==> src/rtl/bin2bcd_iter.sv <==
// bin2bcd_iter: iterative binary-to-BCD converter (shift-and-add-3).
// One input bit is consumed per clock. A valid/ready handshake on both the
// input and the output allows the result to be held under backpressure. A
// new value can be accepted in the same cycle the previous result is taken.
module bin2bcd_iter #(
    parameter int unsigned BIN_W  = 8,
    parameter int unsigned DIGITS = 3,
    parameter int unsigned SIGNED = 0
) (
    input  logic                  clk,
    input  logic                  rst_n,
    input  logic                  in_valid,
    output logic                  in_ready,
    input  logic [BIN_W-1:0]      binary_in,
    output logic                  out_valid,
    input  logic                  out_ready,
    output logic [4*DIGITS-1:0]   bcd_out,
    output logic                  sign_out
);

    localparam int unsigned BCD_W = 4 * DIGITS;
    localparam int unsigned SR_W  = BCD_W + BIN_W;
    localparam int unsigned CNT_W = $clog2(BIN_W + 1);

    // 10^n at elaboration time; 64 bits covers every legal DIGITS value.
    function automatic logic [63:0] pow10(input int unsigned n);
        logic [63:0] acc;
        acc = 64'd1;
        for (int unsigned i = 0; i < n; i++) begin
            acc = acc * 64'd10;
        end
        return acc;
    endfunction

    localparam logic [63:0] DEC_RANGE = pow10(DIGITS);
    localparam logic [63:0] BIN_MAX   = (64'd1 << BIN_W) - 64'd1;

    // Reject configurations that cannot represent every input value.
    if (BIN_W < 32'd4 || BIN_W > 32'd32) begin : g_bad_bin_w
        $error("bin2bcd_iter: BIN_W must lie in 4..32");
    end
    if (DIGITS < 32'd1 || DIGITS > 32'd19) begin : g_bad_digits
        $error("bin2bcd_iter: DIGITS must lie in 1..19");
    end
    if (DEC_RANGE <= BIN_MAX) begin : g_too_few_digits
        $error("bin2bcd_iter: 10^DIGITS must exceed 2^BIN_W-1");
    end

    typedef enum logic [1:0] {
        IDLE  = 2'd0,
        SHIFT = 2'd1,
        DONE  = 2'd2
    } state_t;

    // Correct one BCD nibble before the shift so it cannot exceed 9 afterwards.
    function automatic logic [3:0] digit_adjust(input logic [3:0] nib);
        logic [3:0] res;
        if (nib >= 4'd5) begin
            res = nib + 4'd3;
        end else begin
            res = nib;
        end
        return res;
    endfunction

    // One double-dabble iteration over the whole {digits, binary} register.
    function automatic logic [SR_W-1:0] shift_step(input logic [SR_W-1:0] sr);
        logic [SR_W-1:0] adj;
        adj = sr;
        for (int unsigned i = 0; i < DIGITS; i++) begin
            adj[BIN_W + 4*i +: 4] = digit_adjust(sr[BIN_W + 4*i +: 4]);
        end
        return {adj[SR_W-2:0], 1'b0};
    endfunction

    // Sign of the incoming value; always positive for unsigned configurations.
    function automatic logic is_negative(input logic [BIN_W-1:0] v);
        logic neg;
        if (SIGNED != 32'd0) begin
            neg = v[BIN_W-1];
        end else begin
            neg = 1'b0;
        end
        return neg;
    endfunction

    // Magnitude of the incoming value. The negation is BIN_W bits wide, so
    // the most negative value maps onto 2^(BIN_W-1) as an unsigned number.
    function automatic logic [BIN_W-1:0] magnitude(input logic [BIN_W-1:0] v);
        logic [BIN_W-1:0] mag;
        if (is_negative(v)) begin
            mag = ~v + BIN_W'(1);
        end else begin
            mag = v;
        end
        return mag;
    endfunction

    state_t             state_q,     state_d;
    logic [SR_W-1:0]    sr_q,        sr_d;
    logic [CNT_W-1:0]   cnt_q,       cnt_d;
    logic               sign_q,      sign_d;
    logic [BCD_W-1:0]   bcd_q,       bcd_d;
    logic               sign_out_q,  sign_out_d;
    logic               out_valid_q, out_valid_d;

    logic               accept_s;
    logic [SR_W-1:0]    sr_shift_s;

    // Input handshake: free when idle, or when the held result leaves this cycle.
    always_comb begin
        in_ready = 1'b0;
        case (state_q)
            IDLE:    in_ready = 1'b1;
            DONE:    in_ready = out_ready;
            default: in_ready = 1'b0;
        endcase
        accept_s = in_valid && in_ready;
    end

    // Next value of the conversion register for a SHIFT cycle.
    always_comb begin
        sr_shift_s = shift_step(sr_q);
    end

    // FSM next state, datapath loads and result capture.
    always_comb begin
        state_d     = state_q;
        sr_d        = sr_q;
        cnt_d       = cnt_q;
        sign_d      = sign_q;
        bcd_d       = bcd_q;
        sign_out_d  = sign_out_q;
        out_valid_d = out_valid_q;

        case (state_q)
            IDLE: begin
                out_valid_d = 1'b0;
                if (accept_s) begin
                    sr_d    = {{BCD_W{1'b0}}, magnitude(binary_in)};
                    cnt_d   = CNT_W'(BIN_W);
                    sign_d  = is_negative(binary_in);
                    state_d = SHIFT;
                end else begin
                    state_d = IDLE;
                end
            end

            SHIFT: begin
                sr_d        = sr_shift_s;
                out_valid_d = 1'b0;
                if (cnt_q <= CNT_W'(1)) begin
                    // Last input bit has just entered the digit field.
                    cnt_d       = {CNT_W{1'b0}};
                    bcd_d       = sr_shift_s[SR_W-1 -: BCD_W];
                    sign_out_d  = sign_q;
                    out_valid_d = 1'b1;
                    state_d     = DONE;
                end else begin
                    cnt_d   = cnt_q - CNT_W'(1);
                    state_d = SHIFT;
                end
            end

            DONE: begin
                if (out_ready) begin
                    out_valid_d = 1'b0;
                    if (accept_s) begin
                        sr_d    = {{BCD_W{1'b0}}, magnitude(binary_in)};
                        cnt_d   = CNT_W'(BIN_W);
                        sign_d  = is_negative(binary_in);
                        state_d = SHIFT;
                    end else begin
                        state_d = IDLE;
                    end
                end else begin
                    out_valid_d = 1'b1;
                    state_d     = DONE;
                end
            end

            default: begin
                out_valid_d = 1'b0;
                state_d     = IDLE;
            end
        endcase
    end

    // State and datapath registers; reset discards any in-flight conversion.
    always_ff @(posedge clk or negedge rst_n) begin
        if (!rst_n) begin
            state_q     <= IDLE;
            sr_q        <= {SR_W{1'b0}};
            cnt_q       <= {CNT_W{1'b0}};
            sign_q      <= 1'b0;
            bcd_q       <= {BCD_W{1'b0}};
            sign_out_q  <= 1'b0;
            out_valid_q <= 1'b0;
        end else begin
            state_q     <= state_d;
            sr_q        <= sr_d;
            cnt_q       <= cnt_d;
            sign_q      <= sign_d;
            bcd_q       <= bcd_d;
            sign_out_q  <= sign_out_d;
            out_valid_q <= out_valid_d;
        end
    end

    assign out_valid = out_valid_q;
    assign bcd_out   = bcd_q;
    assign sign_out  = sign_out_q;

endmodule

==> config.mk <==
export PLATFORM = sky130hd
export DESIGN_NAME = bin2bcd_iter
export DESIGN_NICKNAME = d
export VERILOG_FILES = /design/src/rtl/bin2bcd_iter.sv
export SDC_FILE = /design/constraint.sdc
export NUM_CORES = 1
export LEC_CHECK = 0
export ABC_CLOCK_PERIOD_IN_PS = 1950
export CAP_MARGIN = 20
export CORE_MARGIN = 2
export CORE_UTILIZATION = 28
export CTS_BUF_LIST = sky130_fd_sc_hd__clkbuf_8
export CTS_CLUSTER_SIZE = 40
export DETAILED_ROUTE_END_ITERATION = 10
export PLACE_DENSITY_LB_ADDON = 0.15
export SLEW_MARGIN = 0
export SYNTH_ARGS = -nofsm -noshare
export SYNTH_HDL_FRONTEND = slang
export SYNTH_SLANG_ARGS = --single-unit
==> constraint.sdc <==
create_clock -name clk -period 1.95 [get_ports clk]
set_input_delay 0.39 -clock clk [delete_from_list [all_inputs] [get_ports clk]]
set_output_delay 0.39 -clock clk [all_outputs]
set_load 0.005 [all_outputs]
# After elaboration in Yosys (flattened, before gate mapping)
# Index checks and enable logic that the tools add are counted.
# W data, S select, Z words.
[totals]
inputBits = 12
word_cells = 58
output_inout_bits = 15
reg_bits = 41
[op_classes]
bitwise = 1
reduce_logical = 8
n_eq_ne = 5
n_mux = 28
order_cmp = 4
add_sub_neg = 5
[ops]
columns = ["op", "count"]
rows = [
  ["$mux W20", 3],
  ["$pmux W20 S3", 1],
  ["$mux W4", 5],
  ["$mux W8", 2],
  ["$ge A4 B3 Y1 const B", 3],
  ["$pmux W4 S3", 1],
  ["$mux W1", 9],
  ["$add A4 B2 Y4 const B", 2],
  ["$add A8 B1 Y8 const B", 1],
  ["$not A8 Y8", 1],
  ["$ne A2 B2 Y1 const B", 3],
  ["$pmux W1 S2", 3],
  ["$pmux W2 S3", 1],
  ["$reduce_and A2 Y1", 3],
  ["$le A4 B1 Y1 const B", 1],
  ["$mux W2", 2],
  ["$reduce_and A4 Y1", 1],
  ["$sub A4 B1 Y4 const B", 1],
  ["$add A3 B2 Y3 const B", 1],
  ["$mux W3", 1],
  ["$reduce_bool A3 Y1", 1],
  ["$eq A2 B1 Y1 const B", 1],
  ["$eq A2 B2 Y1 const B", 1],
  ["$logic_not A2 Y1", 1],
  ["other kinds (2)", 2],
]

# Depth between registers and ports, before layout
# Gate-level depths: netlist of the first run.
[depth]
word_depth = 10
depth_mapped = 7
ltp_nobuf = 6

# Worst setup path after synthesis of the first run
# No wires, ideal clock.
[synth_timing]
path_type = "register to register"
from = "register state_q[0]"
to = "register sr_q[17]"
required_ns = 1.829
slack_ns = 0.280
synth_period_minus_slack_ns = 1.670
path_stages_with_launch = 7
t_arrival_ns = 1.549
setup_ns = 0.121
path_buffers = 1
path_cell_list = "dfrtp_1 > inv_1 > ha_1 > nor2_2 > a221o_1 > buf_6 > a22o_2"
[synth_between]
elab_chain_len = 5
word_cells_on_any_way = 11
classes_between = "5 x eq/ne; 2 x mux; 4 x reduce/logical"
[synth_rtl]
columns = ["item", "line_no", "source"]
rows = [
  ["from (decl)", "99", "state_t state_q, state_d;"],
  ["from (signal assigned)", "200", "state_q <= state_d;"],
  ["$eq A2 B2 Y1 or $logic_not A2 Y1 (tied branches)", "113, 136", ""],
  ["$pmux W1 S2", "113", "case (state_q)"],
  ["$logic_and A1 B1 Y1", "118", "accept_s = in_valid && in_ready;"],
  ["$ne A2 B2 Y1 (no source line)", "n/a", ""],
  ["$reduce_and A4 Y1 (no source line)", "n/a", ""],
  ["to (signal assigned)", "193", "sr_q <= {SR_W{1'b0}};"],
  ["to (signal assigned)", "201", "sr_q <= sr_d;"],
  ["to (decl)", "100", "logic [SR_W-1:0] sr_q, sr_d;"],
]
# Several ways; a longest one is shown, not always the timed one.
# A chain may end at the register's enable or synchronous reset.

# Final worst setup path of the first run
[layout_timing]
from = "register state_q[1]"
to = "register bcd_q[9] (netlist: bcd_out[9])"
[layout_between]
elab_chain_len = 2
[layout_rtl]
columns = ["item", "line_no", "source"]
rows = [
  ["$eq A2 B1 Y1", "136", "case (state_q)"],
  ["$reduce_and A2 Y1 (no source line)", "n/a", ""],
  ["to (signal assigned)", "196", "bcd_q <= {BCD_W{1'b0}};"],
  ["to (decl)", "103", "logic [BCD_W-1:0] bcd_q, bcd_d;"],
]
# No other way between the ends.

==> results of run 1 <==
## per-stage QoR
step	utilization, %	setup TNS, ns	instance area (µm²)	worst slack, ns
4_1_cts	36.2	0	2590	0.00349
3_5_place_dp	33.9	-0.140	2420	-0.0371
6_report	36.3	0	2590	0.248
2_1_floorplan	-	0	2030	0.280
3_3_place_gp	33.9	0	2420	0.0125
5_1_grt	36.3	0	2590	0.114
## flip-flops by register name, summed over array words and instances, names as in the netlist
signal / cells
out_valid: 1
sr_q: 20
bcd_out: 12
state_q: 2
cnt_q: 4
## routing by layer
layer  global-route usage (%)  vias up  routed length, µm  share of wire (%)
li1                         -      744                  -                  -
met1                     16.0      700               1980                 49
met2                     17.6       19               1910                 47
met3                     3.05        6                116                2.9
met4                     3.26        0                 46                1.1
met5                        0        -                  0                  0
## how the worst max path moves through the flow
stage,end,slack (ns),cells past startpoint
after floorplan,sr_q[17],0.28,6
after detailed placement,sr_q[17],-0.04,5
after global placement,sr_q[9],0.01,5
after global routing,bcd_out[7],0.11,8
final,bcd_out[9],0.25,6
after CTS,in_ready,0.003,4
## cell usage in the layout (no fill, tap or decap), types with 2 or more instances in the layout
master,Yosys,routed
nand2_1,19,19
o22ai_1,3,3
and2_1,3,3
o31ai_1,2,2
buf_4,1,11
dfrtp_1,39,38
nor3b_1,2,2
nand3_1,9,9
inv_1,13,11
a22o_1,4,4
ha_4,0,2
xnor2_1,3,3
nand2b_1,4,4
a21o_1,2,2
ha_1,12,10
a22o_2,3,3
inv_2,0,2
o21ai_0,13,13
mux2_2,7,7
a21oi_1,14,14
mux2i_1,10,10
clkbuf_8,0,5
nor2_1,9,9
clkdlybuf4s50_1,0,23
nor3_1,2,2
## power by group through the flow
stage	Sequential [mW]	Combinational [mW]	Clock [mW]
6_report	1.26	1.74	0.685
5_1_grt	1.30	1.97	0.754
4_1_cts	1.26	1.78	0.716
3_5_place_dp	1.27	1.71	0
3_3_place_gp	1.27	1.70	0
2_1_floorplan	1.26	1.12	0
## layout make-up
type | count | area (µm²)
Clock buffer | 5 | 68.8
Clock inverter | 3 | 43.8
Fill cell | 757 | 4550
Inverter | 13 | 48.8
Multi-Input combinational cell | 133 | 977
Sequential cell | 39 | 977
Tap cell | 99 | 124
Timing Repair Buffer | 37 | 350
## logic make-up (layout without fill, tap and decap cells)
kind of cell | count (synthesis) | count (layout) | share of synthesized area, %
AND/OR/NAND/NOR | 52 | 52 | 12.9
adder cells (fa/ha/maj) | 12 | 12 | 7.39
multiplexers | 17 | 17 | 8.81
buffers and inverters | 20 | 58 | 5.11
XOR/XNOR | 3 | 3 | 1.29
other | 1 | 1 | 0.185
flip-flops | 39 | 39 | 48.0
AO/OA/AOI/OAI | 48 | 48 | 16.3
## worst max-delay path, delay by kind of cell (launching register included)
kind	cells	cell delay, ns
buffers and inverters	3	0.42
multiplexers	1	0.34
adder cells (fa/ha/maj)	1	0.19
AND/OR/NAND/NOR	1	0.20
flip-flops	1	0.44
## repair_timing
action                                  in CTS  in global routing
endpoints found under the setup margin       1                  1
hold endpoints to repair                     0                  0
gates resized for setup                      6                  2
pin swaps                                    1                  0
setup buffers                                4                  0
==> results.cfg, run 1 <==
[clocking]
cts.sinks = 39
cts_max_path_buffers = 2
cts_tree = done
cts-root-buf = clkbuf_8
cts.clk_slew.worst_paths_ns = 0.09
cts_buffers = 5
htreeDepth = 2
hold_buffers = 0
clk_latency_ns = 0.30

[placement]
portBuffers = 25
placed_cells = 317
place_congestion = 0.704
place_hpwl_mm = 2.86

[timing]
fin_hold_ws_ns = 0.143
finClkSkew_ns = 0.0103
tightest_slew_ns = 0.524
rsz0062_at_grt = false
finalHoldViolations = 0
relSlewSlack_pct = 65.1
slew_viol_final = 0
setup-violations-final = 0
post-route-min-period_ns = 1.70
clock.fmax_ghz = 0.587
fin_crit_sh_pct = 87.3

[synth]
synth_common_cells = dfrtp_1 (39), nand2_1 (19), a21oi_1 (14)
synth_edf_count = 0
yosysTopAreaCell = dfrtp_1
avgSynthCellArea_um2 = 10.6
synth-seq-cells = 39
yosys_warnings = 0
synth_cells = 192
yosysMostFrequentCell = dfrtp_1
synth_ff_type = dfrtp_1
synth_top_area_share_pct = 48.0
seq_area_frac_synth_pct = 48.0
netlist_area_um2 = 2030
synthTopCellsByArea = dfrtp_1 (48%), ha_1 (7.4%), mux2i_1 (4.9%)
syn-num-nets = 216
synth-async-reset-ratio_pct = 100
synth_cell_type_count = 36

[setup_path]
slowest_stage = dfrtp_2
cp-startpoint = state_q[1]
worst_setup_path_start_kind = flop
required_ns = 2.13
crit_chain = inv_2 > buf_4 > ha_1 > nor4b_4 > buf_4 > mux2_2
crit_path_end_kind = flop
r2r_setup_slack_ns = 0.25
cpMostUsedCell = buf_4
rr_worst_depth = 6
worstSetupPathType = reg2reg
critPathMaxFanout = 8
critPathArrivalTime_ns = 1.88
timing.rr.start = state_q[1]
max_stage_delay_ns = 0.44
r2r-end = bcd_out[9]

[drt]
drtAntennaViolNets = 0
routed_via_density = 4.47
dr.pass1.iters = 4
finalWirelength_mm = 4.06
vias = 1469
remaining_drc_errors = 0
wl_per_cell_um = 12.3
first_iter_violations = 46

[die]
die_area_um2 = 7950
start_util_pct = 28.5
pin_count = 27
die_x_um = 89.2
die_height_um = 89.2
rows = 31
core_um2 = 7140

[finish]
drive_gt1_share_pct = 17.4
finalNonFillerCells = 329
fin_nets = 253
synthToLayoutAreaGrowth_pct = 27.5
num_antenna_cells = 0

[grt]
grt_overflow = 0
grt_pass1_wl_mm = 7.09
grt_pass1_vias = 1442
antenna_found_initial = 0
grt.total_usage_pct = 11.5
grt_max_degree = 40

[power_and_ir_drop]
power_mw = 3.68
leakage_nw = 1.17
seq_power_share_pct = 34.1
p_sw_share_pct = 36.5
pwr-share-clk_pct = 18.6
irDropWorstVdd_v = 0.000441
comb_power_share_pct = 47.3
power_density_nw_per_um2 = 1420
power.internal_mw = 2.34
p_switching_mw = 1.34

[hold_path]
hold_path.class = in2async

[status]
status = finished clean

[run]
maxCapViolations = 0
No activity file was read; power rests on OpenSTA's default activity.
==> inputs of run 2 (changes only) <==
--- a/config.mk
+++ b/config.mk
@@ -10,9 +10,10 @@
 export CORE_MARGIN = 2
 export CORE_UTILIZATION = 28
 export CTS_BUF_LIST = sky130_fd_sc_hd__clkbuf_8
+export CTS_CLUSTER_DIAMETER = 30
 export CTS_CLUSTER_SIZE = 40
 export DETAILED_ROUTE_END_ITERATION = 10
-export PLACE_DENSITY_LB_ADDON = 0.15
+export PLACE_DENSITY = 0.55
 export SLEW_MARGIN = 0
 export SYNTH_ARGS = -nofsm -noshare
 export SYNTH_HDL_FRONTEND = slang
==> run 2 against run 1 <==
  * Die area stayed put
  * Worst hold slack worse by 0.087 ns
  * Flip-flop and latch count did not move
  * Sequential power barely moved
  * Clock power decreased by 13%
  * Clock skew down 0.0034 ns
  * Fmax fell by 4.3%
  * Critical path type unchanged
  * Critical endpoint is now bcd_out[0]
==> results.cfg, run 2 (synthesis gave the netlist of run 1 again) <==
[power_and_ir_drop]
irDropWorstVdd_v = 0.000445
pwr-share-clk_pct = 16.6
power.internal_mw = 2.26
p_sw_share_pct = 36.8
power_density_nw_per_um2 = 1380
leakage_nw = 1.18
seq_power_share_pct = 35.2
p_switching_mw = 1.32
comb_power_share_pct = 48.2

[clocking]
cts_max_path_buffers = 2
cts_buffers = 5
cts_tree = done
hold_buffers = 0
cts.sinks = 39
htreeDepth = 2
clk_latency_ns = 0.29
cts-root-buf = clkbuf_8
cts.clk_slew.worst_paths_ns = 0.08

[grt]
grt_overflow = 0
use_met1_pct = 13.8
met2_usage_pct = 18.1
grt_pass1_vias = 1437
grt_pass1_wl_mm = 6.70
grt.total_usage_pct = 11.1
met3_usage_pct = 3.51
grt_max_degree = 40
busiest_layer = met2
antenna_found_initial = 0

[timing]
fin_setup_tns_ns = 0
rsz0062_at_grt = false
finClkSkew_ns = 0.00692
fin_crit_sh_pct = 91.2
post-route-min-period_ns = 1.78
fin_hold_ws_ns = 0.0569
clock.fmax_ghz = 0.562
finalHoldViolations = 0
setup-violations-final = 0
setup_slack_ns = 0.171
slew_viol_final = 0

[setup_path]
crit_path_end_kind = flop
worstSetupPathType = reg2reg
critPathArrivalTime_ns = 1.96
r2r-end = bcd_out[0]
setup.worst_path.end = bcd_out[0]
rr_worst_depth = 6
worst_setup_path_start_kind = flop
critPathMaxFanout = 17
timing.rr.start = cnt_q[0]
r2r_setup_slack_ns = 0.17
cp-startpoint = cnt_q[0]
required_ns = 2.13

[drt]
first_iter_violations = 85
dr.pass1.iters = 4
remaining_drc_errors = 0
drtAntennaViolNets = 0
wl_per_cell_um = 11.9
finalWirelength_mm = 3.93
vias = 1480
routed_via_density = 4.48

[die]
pin_count = 27
die_x_um = 89.2
core_um2 = 7140
die_area_um2 = 7950
rows = 31
start_util_pct = 28.5
die_height_um = 89.2

[finish]
largest_register_ff_count = 20
regMostFlops = sr_q
fin_nets = 254
num_antenna_cells = 0
seq_area_um2 = 976
drive_gt1_share_pct = 16.9
synthToLayoutAreaGrowth_pct = 27.8
multiInputGateArea_um2 = 977
postLayoutCoreUtil_pct = 36.4
stdcell_area_um2 = 2600
fillCellCount = 735
mostFrequentLayoutCell = dfrtp_1
final_cell_mix = dfrtp_1 (39), clkdlybuf4s50_1 (23), nand2_1 (19)

[run]
maxCapViolations = 0

[status]
status = finished clean

[placement]
place_congestion = 0.698
place_hpwl_mm = 2.72
portBuffers = 25
postPlaceCellArea_um2 = 2440
dp_slack_ns = 0.0511

[hold_path]
hold_path.class = in2async
run 2: power by group through the flow:
stage	sequential [mW]	combinational (mW)	clock, mW
6_report	1.26	1.72	0.593
4_1_cts	1.26	1.74	0.610
3_5_place_dp	1.28	1.68	0
5_1_grt	1.30	1.93	0.657
3_3_place_gp	1.27	1.65	0
2_1_floorplan	1.26	1.12	0
run 2: worst min path at each step:
stage | startpoint | endpoint | cells past startpoint
6_report | rst_n | bcd_out[3] | 2
5_1_grt | rst_n | bcd_out[3] | 2
4_1_cts | rst_n | sr_q[8] | 2
3_5_place_dp | rst_n | bcd_out[3] | 2
3_3_place_gp | rst_n | bcd_out[3] | 2
2_1_floorplan | rst_n | bcd_out[0] | 0
run 2: worst max-delay path, stage by stage, from the launching register on:
cell and delay (ns):
dfrtp_1 0.42, inv_1 0.09, ha_1 0.21, nor2_1 0.11, nor4b_4 0.21, buf_4 0.27
mux2_2 0.36
run 2: timing repair:
action,in CTS,in global routing
gates resized for setup,6,1
buffers inserted,4,0
setup endpoints to repair,1,1
pin swaps,1,0
run 2: stage by stage:
stage,cells,power [mW]
global placement,318,2.92
finish,330,3.58
detailed placement,318,2.95
floorplan,192,2.38
global route,330,3.89
CTS,330,3.62
run 2: area by class of cell:
class                      instances  area share (%)
multi-input combinational        133            37.6
sequential                        39            37.6
timing repair buffer              38            14.3
tap                               99            4.77
clock buffer                       7            3.71
inverter                          13            1.88
clock inverter                     1           0.145
run 2: per-layer routing:
layer / part of all wire [%] / vias up
li1: - / 742
met1: 48 / 708
met2: 47 / 25
met3: 3.6 / 5
met4: 1.4 / 0
met5: 0 / -
==> inputs of run 3 (changes only) <==
--- a/config.mk
+++ b/config.mk
@@ -5,7 +5,7 @@
 export SDC_FILE = /design/constraint.sdc
 export NUM_CORES = 1
 export LEC_CHECK = 0
-export ABC_CLOCK_PERIOD_IN_PS = 1950
+export ABC_CLOCK_PERIOD_IN_PS = 1850
 export CAP_MARGIN = 20
 export CORE_MARGIN = 2
 export CORE_UTILIZATION = 28
==> constraint.sdc (replaced) <==
create_clock -name clk -period 1.85 [get_ports clk]
set_input_delay 0.37 -clock clk [delete_from_list [all_inputs] [get_ports clk]]
set_output_delay 0.37 -clock clk [all_outputs]
set_load 0.005 [all_outputs]
==> run 3 against run 2 <==
  * Sequential power rose by 6%
  * Via count rose by 0.34%
  * Worst hold slack lost 0.042 ns
  * Die area unchanged
  * Fmax increased by 2.1%
  * Critical path type unchanged
  * First-iteration DRC count shrank 53%
  * Clock-buffer cell count decreased by 2
  * Non-clock buffer count increased by 1
  * Design area shrank 0.39%
  * Worst setup slack got worse by 0.063 ns
==> results.cfg, run 3 (synthesis gave the netlist of run 1 again) <==
[drt]
first_iter_violations = 40
dr.pass1.iters = 4
wl_per_cell_um = 12.4
finalWirelength_mm = 4.09
vias = 1485
remaining_drc_errors = 0
drtAntennaViolNets = 0
routed_via_density = 4.49

[finish]
synthToLayoutAreaGrowth_pct = 27.3
drive_gt1_share_pct = 17.7
finalNonFillerCells = 331
num_antenna_cells = 0
final_cell_mix = dfrtp_1 (38), clkdlybuf4s50_1 (23), nand2_1 (19)
fin_nets = 255
largest_register_ff_count = 20
mostFrequentLayoutCell = dfrtp_1
regMostFlops = sr_q

[setup_path]
slowest_stage = dfrtp_1
critPathArrivalTime_ns = 1.93
rr_worst_depth = 6
r2r_setup_slack_ns = 0.11
critPathMaxFanout = 17
timing.rr.start = cnt_q[0]
required_ns = 2.03
worstSetupPathType = reg2reg
crit_chain = inv_1 > ha_1 > nor2_1 > nor4b_4 > buf_12 > mux2_2
crit_path_end_kind = flop
r2r-end = bcd_out[0]
max_stage_delay_ns = 0.41
worst_setup_path_start_kind = flop

[timing]
slew_viol_final = 0
fin_crit_sh_pct = 94.2
rsz0062_at_grt = false
finalHoldViolations = 0
post-route-min-period_ns = 1.74
finClkSkew_ns = 0.00712
setup-violations-final = 0
clock.fmax_ghz = 0.574

[die]
start_util_pct = 28.5
core_um2 = 7140
die_height_um = 89.2
rows = 31
die_x_um = 89.2
die_area_um2 = 7950
pin_count = 27

[power_and_ir_drop]
leakage_nw = 1.16
irDropWorstVdd_v = 0.000515
power_mw = 3.74
power_density_nw_per_um2 = 1450

[grt]
grt.total_usage_pct = 11.6
grt_pass1_wl_mm = 7.08
antenna_found_initial = 0
grt_overflow = 0
grt_pass1_vias = 1440
grt_max_degree = 25

[run]
maxCapViolations = 0

[placement]
place_congestion = 0.712
placed_cells = 320
portBuffers = 25
place_hpwl_mm = 2.95

[clocking]
clk_latency_ns = 0.29
cts.clk_slew.worst_paths_ns = 0.08
hold_buffers = 0
cts.sinks = 39
cts_buffers = 5
cts_tree = done
htreeDepth = 2
cts_max_path_buffers = 2
cts-root-buf = clkbuf_8

[status]
status = finished clean

[hold_path]
hold_path.class = in2async
-- run 3: cell count changes in the layout (fill, tap and decap cells not counted) --
cell,delta
clkinvlp_4,+1
dlygate4sd2_1,+1
buf_4,+1
dfrtp_1,-1
clkbuf_8,-2
clkinv_2,+1
dlymetal6s2s_1,-1
dfrtp_2,+1
-- run 3: metrics by stage --
stage | utilization (%) | setup TNS, ns | cell area [µm²] | setup WS (ns) | hold WS, ns
final | 36.2 | 0 | 2590 | 0.108 | 0.0145
after floorplan | - | 0 | 2030 | 0.180 | 0.0744
after global routing | 36.2 | 0 | 2590 | 0.00509 | 0.0412
after global placement | 34.4 | -0.269 | 2450 | -0.0404 | 0.341
after detailed placement | 34.4 | -0.554 | 2450 | -0.0772 | 0.352
after CTS | 36.2 | 0 | 2590 | 0.0980 | 0.0226
-- run 3: layer usage --
| metal | wire [µm] | GRT usage, % | part of all wire [%] | vias up |
|---|---|---|---|---|
| met5 | 0 | 0 | 0 | - |
| met4 | 53 | 3.26 | 1.3 | 0 |
| met3 | 131 | 3.42 | 3.2 | 6 |
| met2 | 1930 | 18.2 | 47 | 19 |
| met1 | 1980 | 15.7 | 48 | 712 |
| li1 | - | - | - | 748 |
-- run 3: worst max-delay path: cells and delay by family (launching register included) --
family / cells / cell delay [ns]
fa+ha+maj: 1 / 0.21
buf+inv: 2 / 0.28
flops: 1 / 0.41
mux: 1 / 0.34
simple gates: 2 / 0.38
-- run 3: what timing repair did --
item	CTS	global route
resized for setup	8	0
setup buffers	3	0
setup endpoints to repair	1	0
hold endpoints to repair	0	0
-- run 3: worst max path at each step --
stage                           from          to  slack (ns)  cells after the start
final                       cnt_q[0]  bcd_out[0]        0.11                      6
after global routing        cnt_q[0]  bcd_out[9]       0.005                      6
after CTS                   cnt_q[0]  bcd_out[0]         0.1                      6
after detailed placement    in_valid    sr_q[17]       -0.08                      6
after global placement      in_valid    sr_q[17]       -0.04                      6
after floorplan           state_q[0]    sr_q[17]        0.18                      6
-- run 3: cell type report --
class	count	area [µm²]
Clock inverter	3	16.3
Multi-Input combinational cell	133	977
Timing Repair Buffer	39	374
Sequential cell	39	977
Clock buffer	5	68.8
Fill cell	741	4550
Inverter	13	48.8
Tap cell	99	124
-- run 3: where the power goes --
part / leakage [nW] / total, mW / switching, mW / internal [mW]
combinational: 0.607 / 1.85 / 0.909 / 0.938
sequential: 0.508 / 1.33 / 0.194 / 1.14
clock: 0.0453 / 0.567 / 0.309 / 0.258
